File: config.mk
export PLATFORM = sky130hd
export DESIGN_NAME = stream_arb_m
export DESIGN_NICKNAME = d
export VERILOG_FILES = /design/src/rtl/stream_arb_m_pkg.sv /design/src/rtl/stream_arb_m_rr_pick.sv /design/src/rtl/stream_arb_m.sv
export SDC_FILE = /design/constraint.sdc
export NUM_CORES = 1
export LEC_CHECK = 0
export BUFFER_PORTS_ARGS = -buffer_cell sky130_fd_sc_hd__buf_2
export CAP_MARGIN = 20
export CORE_MARGIN = 5
export CORE_UTILIZATION = 30
export CTS_CLUSTER_SIZE = 28
export DETAILED_ROUTE_END_ITERATION = 16
export SYNTH_ARGS = -nofsm -noshare
export SYNTH_HDL_FRONTEND = slang
export SYNTH_HIERARCHICAL = 1
export SYNTH_SLANG_ARGS = --single-unit
File: constraint.sdc
create_clock -name clk -period 3.6 [get_ports clk]
set_clock_uncertainty 0.05 [all_clocks]
set_input_delay 0.54 -clock clk [delete_from_list [all_inputs] [get_ports clk]]
set_output_delay 0.54 -clock clk [all_outputs]
set_load 0.01 [all_outputs]
File: src/rtl/stream_arb_m_pkg.sv
// -----------------------------------------------------------------------------
// stream_arb_m_pkg
// Shared helpers for the stream arbiter family. Nothing in here depends on the
// arbiter's N parameter. Requests are zero-extended up to RR_MAX_N bits and the
// live width is passed in as an argument.
//   rr_pick_t      : {any, idx} result of a round-robin search
//   rr_find_first  : first set request strictly after ptr, wrapping modulo n
// -----------------------------------------------------------------------------
package stream_arb_m_pkg;

    localparam int RR_MAX_N   = 16;
    localparam int RR_MAX_IDX = 4;

    typedef struct packed {
        logic                  any;
        logic [RR_MAX_IDX-1:0] idx;
    } rr_pick_t;

    // Scan candidates ptr+1, ptr+2, ... ptr+n (mod n). ptr < n, so the sum is
    // below 2n and a single conditional subtract replaces a modulo.
    function automatic rr_pick_t rr_find_first(
        input logic [RR_MAX_N-1:0]   req,
        input logic [RR_MAX_IDX-1:0] ptr,
        input int                    n
    );
        rr_pick_t pick;
        int       cand;
        pick = '0;
        for (int k = 1; k <= RR_MAX_N; k++) begin
            cand = int'(ptr) + k;
            if (cand >= n) cand = cand - n;
            if (k <= n && !pick.any && req[cand[RR_MAX_IDX-1:0]]) begin
                pick.any = 1'b1;
                pick.idx = cand[RR_MAX_IDX-1:0];
            end
        end
        return pick;
    endfunction

endpackage

File: src/rtl/stream_arb_m_rr_pick.sv
// -----------------------------------------------------------------------------
// rr_pick_m
// Combinational round-robin picker. It returns the first asserted request
// searching upward from ptr+1, wrapping at N.
//   req [N]     in  : request vector
//   ptr [IDX_W] in  : index of the previous winner
//   any         out : at least one request is asserted
//   idx [IDX_W] out : winning index (valid only when any=1)
// -----------------------------------------------------------------------------
module rr_pick_m
    import stream_arb_m_pkg::*;
#(
    parameter int N     = 4,
    parameter int IDX_W = $clog2(N)
) (
    input  logic [N-1:0]     req,
    input  logic [IDX_W-1:0] ptr,
    output logic             any,
    output logic [IDX_W-1:0] idx
);

    logic [RR_MAX_N-1:0]   w_req;
    logic [RR_MAX_IDX-1:0] w_ptr;
    rr_pick_t              w_pick;

    assign w_req  = RR_MAX_N'(req);
    assign w_ptr  = RR_MAX_IDX'(ptr);
    assign w_pick = rr_find_first(w_req, w_ptr, N);
    assign any    = w_pick.any;
    assign idx    = w_pick.idx[IDX_W-1:0];

endmodule

File: src/rtl/stream_arb_m.sv
// -----------------------------------------------------------------------------
// stream_arb_m
// Packet-level round-robin arbiter. It merges N valid/ready source streams into
// one registered output stream. A granted source keeps the grant until its
// last beat is accepted. One IDLE bubble separates consecutive packets.
//   clk, rst          : clock, synchronous active-high reset
//   valid_src/ready_src/src/last_src [N] : source beat handshake and payload
//   valid_dst/ready_dst : output handshake
//   dst, last_dst, idx_dst : registered output beat, end marker, source index
//   busy              : a packet is currently locked
// -----------------------------------------------------------------------------
module stream_arb_m
    import stream_arb_m_pkg::*;
#(
    parameter int  N      = 4,
    parameter type DATA_T = logic,
    parameter int  IDX_W  = $clog2(N)
) (
    input  logic             clk,
    input  logic             rst,
    input  logic [N-1:0]     valid_src,
    output logic [N-1:0]     ready_src,
    input  DATA_T [N-1:0]    src,
    input  logic [N-1:0]     last_src,
    output logic             valid_dst,
    input  logic             ready_dst,
    output DATA_T            dst,
    output logic             last_dst,
    output logic [IDX_W-1:0] idx_dst,
    output logic             busy
);

    typedef enum logic {ST_IDLE, ST_LOCKED} state_t;

    state_t           r_state;
    state_t           w_state_nxt;
    logic [IDX_W-1:0] r_grant;
    logic [IDX_W-1:0] r_ptr;
    logic             r_full;
    DATA_T            r_dst;
    logic             r_last;
    logic [IDX_W-1:0] r_idx;

    logic             w_any;
    logic [IDX_W-1:0] w_win;
    logic             w_src_rdy;
    logic             w_accept;
    logic             w_beat_last;
    logic             w_lock;
    logic             w_release;

    rr_pick_m #(.N(N), .IDX_W(IDX_W)) u_pick (
        .req (valid_src),
        .ptr (r_ptr),
        .any (w_any),
        .idx (w_win)
    );

    // The output register can take a beat when it is empty or draining this
    // cycle. Only the granted source ever sees ready.
    assign w_src_rdy   = (r_state == ST_LOCKED) && (!r_full || ready_dst);
    assign ready_src   = w_src_rdy ? (N'(1) << r_grant) : '0;
    assign w_accept    = w_src_rdy && valid_src[r_grant];
    assign w_beat_last = last_src[r_grant];

    // NOTE: every output of this block gets a default before the case, so no
    // path leaves a signal unassigned and no latch is inferred.
    always_comb begin
        w_state_nxt = r_state;
        w_lock      = 1'b0;
        w_release   = 1'b0;
        case (r_state)
            ST_IDLE: begin
                if (w_any) begin
                    w_state_nxt = ST_LOCKED;
                    w_lock      = 1'b1;
                end
            end
            ST_LOCKED: begin
                if (w_accept && w_beat_last) begin
                    w_state_nxt = ST_IDLE;
                    w_release   = 1'b1;
                end
            end
            default: w_state_nxt = ST_IDLE;
        endcase
    end

    // NOTE: sequential state uses non-blocking assignments so that every
    // register samples pre-edge values, regardless of block ordering.
    always_ff @(posedge clk) begin
        if (rst) r_state <= ST_IDLE;
        else     r_state <= w_state_nxt;
    end

    // ptr resets to N-1 so the first search starts at source 0.
    always_ff @(posedge clk) begin
        if (rst) begin
            r_grant <= '0;
            r_ptr   <= IDX_W'(N - 1);
            r_full  <= 1'b0;
            r_idx   <= '0;
            r_last  <= 1'b0;
        end else begin
            if (w_lock)    r_grant <= w_win;
            if (w_release) r_ptr   <= r_grant;
            if (w_accept) begin
                r_full <= 1'b1;
                r_idx  <= r_grant;
                r_last <= w_beat_last;
            end else if (ready_dst) begin
                r_full <= 1'b0;
            end
        end
    end

    // NOTE: the payload register is deliberately left out of reset. valid_dst
    // qualifies it, so resetting the wide data path would buy nothing.
    always_ff @(posedge clk) begin
        if (w_accept) r_dst <= src[r_grant];
    end

    assign valid_dst = r_full;
    assign dst       = r_dst;
    assign last_dst  = r_last;
    assign idx_dst   = r_idx;
    assign busy      = (r_state == ST_LOCKED);

endmodule

==> results by group <==
Status
  – Outcome: complete, no violations

Clock tree
  – CTS tree: yes
  – CTS root buffer: clkbuf_4
  – H-tree depth: 1
  – Post-CTS Hold Fix Bufs: 0
  – Clk sinks: 10
  – TritonCTS Buffers: 3
  – Resized cells post-CTS: 0
  – Post-CTS setup buffers: 0
  – Clk buf depth: 2
  – Clk Latency, worst-skew pair: 270 ps
  – Clock slew at reported path FFs: 70 ps

Finish
  – Finished Layout Cells: 144
  – Design Area, Final: 0.00103 sq mm
  – # fillers: 294
  – Register area: 210 sq um
  – P&R area growth vs syn: 17.8%
  – Share of layout cells above drive strength 1: 36.3%
  – Nets: 134
  – Antenna fix cells: 0
  – Multi-input logic area: 594 sq um

Global route
  – Largest net degree at the start of global routing: 13
  – Vias in the first global route: 762
  – GRT Util Overall: 9.67%
  – Initial antenna violation count: 0
  – Global-route wire length before repair: 3.27 mm
  – GR Overflow Total: 0

Logic synthesis
  – Avg Synthesized Cell Area: 9.57 sq um
  – Synth Flop Type: dfxtp_1
  – Async S/R FF share, synth: 0%
  – Syn_nets: 111
  – EDFF count, synth: 1
  – Syn Std Cell Area: 871 sq um
  – Yosys warns: 6
  – Synthesized netlist cell count: 91
  – FF+latch count, synth: 10
  – Yosys cell types: 44
  – Sequential area share after synthesis: 24.1%

Routing
  – WL final: 1.99 mm
  – Vias: 800
  – WL/cell: 13.8 microns
  – Post-route ant nets: 0
  – # DRC: 0
  – Drt first pass iters: 4
  – Drt via density: 5.56
  – DR iter-0 viols: 31

Floorplanning
  – Row cnt: 19
  – Initial core utilization: 31.6%
  – Vert. Die Dim: 63.9 microns
  – Core ar.: 0.00276 sq mm
  – Ports: 25
  – Area of the die: 0.00408 sq mm
  – Chip width: 63.9 microns

Setup path
  – R2R depth: 9
  – R2r setup slk: 1140 ps
  – Critical path class: reg -> reg
  – CP Max Fanout: 12
  – Worst r2r src: r_ptr[0]
  – Critical path capture point type: flop
  – WP data required: 3720 ps
  – Worst Path Arrival: 2580 ps
  – RR Endpoint: r_grant[0]
  – CP startpoint kind: flop

STA
  – Setup violations, final: 0
  – Final Max Tran Viols: 0
  – Fin crit period: 2460 ps
  – Min Hold Slack: 486 ps
  – Fin crit share: 68.2%
  – Slew @ Worst Pin: 516 ps
  – Hold Vio Cnt, Final: 0
  – Final setup TNS: 0 ps
  – Max Freq: 0.407 GHz
  – RSZ-0062 raised after global routing: no
  – Slew headroom: 65.6%

Placed design
  – DP HPWL: 1.51 mm
  – Area post-placement: 990 sq um
  – Cells after DPL: 140
  – Port Buffers: 24
  – Routability congestion estimate: 0.817

Pwr
  – P per Cell Area: 513 mW/mm^2
  – Worst IR Drop VDD: 0.250 mV
  – Leak pwr: 0.466 nW
  – Pwr Total: 0.000526 W

Worst hold path
  – HP Class: reg -> reg
  – Worst hold endpoint: idx_dst[0]
  – Hold Crit Start: idx_dst[0]
  – Hold Crit Depth: 3

Job
  – Max_cap viols: 0
## worst max path at each step
| stage | slack [ps] | startpoint | end | depth (start not counted) |
|---|---|---|---|---|
| finish | 1140 | r_ptr[0] | r_grant[0] | 9 |
| global route | 950 | r_ptr[0] | r_grant[0] | 9 |
| CTS | 1130 | r_ptr[0] | r_grant[0] | 9 |
| detailed placement | 1140 | r_ptr[0] | r_grant[0] | 9 |
| global placement | 1250 | r_ptr[0] | r_grant[0] | 9 |
| floorplan | 1490 | r_ptr[0] | r_grant[0] | 10 |
## state kept, by name, indices dropped and copies added (netlist names)
name,flops
dst,1
last_dst,1
busy,1
idx_dst,2
r_grant,2
r_ptr,2
valid_dst,1
## layer usage
layer	wire length [microns]	GRT usage, %	vias up
met2	854	14.9	35
met5	0	0	-
li1	-	-	397
met1	987	13.2	364
met4	31	4.16	0
met3	112	1.58	4
## placed cells by master (no fill, tap or decap), types with 2 or more instances in the layout
master and count:
a221o_1 2, a211oi_1 3, a31o_2 3, mux2i_1 6, inv_1 6, nor2b_1 2
ha_1 5, clkbuf_4 3, nand2b_1 2, mux4_1 3, nor3_1 3, buf_2 24
nor2_1 7, nand4_1 4, dfxtp_1 9, a21oi_1 4
## worst max-delay path: stages, from the launching register on
cell and delay [ps]:
dfxtp_1 640, inv_1 130, ha_1 380, a21bo_2 220, o22ai_1 90, nor4_1 330
nand2b_1 120, nor2b_1 170, mux2i_1 180, nor2_1 50
## power by group
part           total, W  switching (W)  internal [W]  leakage (nW)
combinational  0.000243       0.000118      0.000125         0.362
sequential     0.000180      0.0000455      0.000134        0.0831
clock          0.000103      0.0000417     0.0000615        0.0210
## kinds of logic (layout without fill, tap and decap cells)
family | after synthesis | count (layout) | synth area share (%)
buffers and inverters | 13 | 35 | 7.61
muxes | 13 | 13 | 23.1
adders and majority gates | 5 | 5 | 7.18
AOI/OAI and AO/OA | 22 | 22 | 19.5
DFF | 10 | 10 | 24.1
and+or+nand+nor | 28 | 28 | 18.4
## cells in the mapped netlist (2+ instances only)
cell      count  area, sq um
a31o_2        3         26.3
a221o_1       2         20.0
a21oi_1       4         20.0
a211oi_1      3         22.5
nand4_1       4         25.0
nor2_1        7         26.3
dfxtp_1       9          180
inv_1         6         22.5
buf_6         2         22.5
nor3_1        3         15.0
buf_2         2         10.0
mux4_1        3         78.8
ha_1          5         62.6
nor2b_1       2         12.5
mux2i_1       6         60.1
nand2b_1      2         12.5
## stage by stage
step           util (%)  setup WS (ps)
6_report           37.2           1140
5_1_grt            37.2            950
4_1_cts            37.2           1130
3_5_place_dp       35.9           1140
3_3_place_gp       35.9           1250
2_1_floorplan         -           1490
## area by class of cell
| class | count | area share, % |
|---|---|---|
| Timing Repair Buffer | 24 | 11.7 |
| Tap cell | 31 | 3.78 |
| Inverter | 7 | 2.56 |
| Clock buffer | 4 | 3.54 |
| Sequential cell | 10 | 20.5 |
| Multi-Input combinational cell | 68 | 57.9 |
No activity file was read; power rests on OpenSTA's default activity.
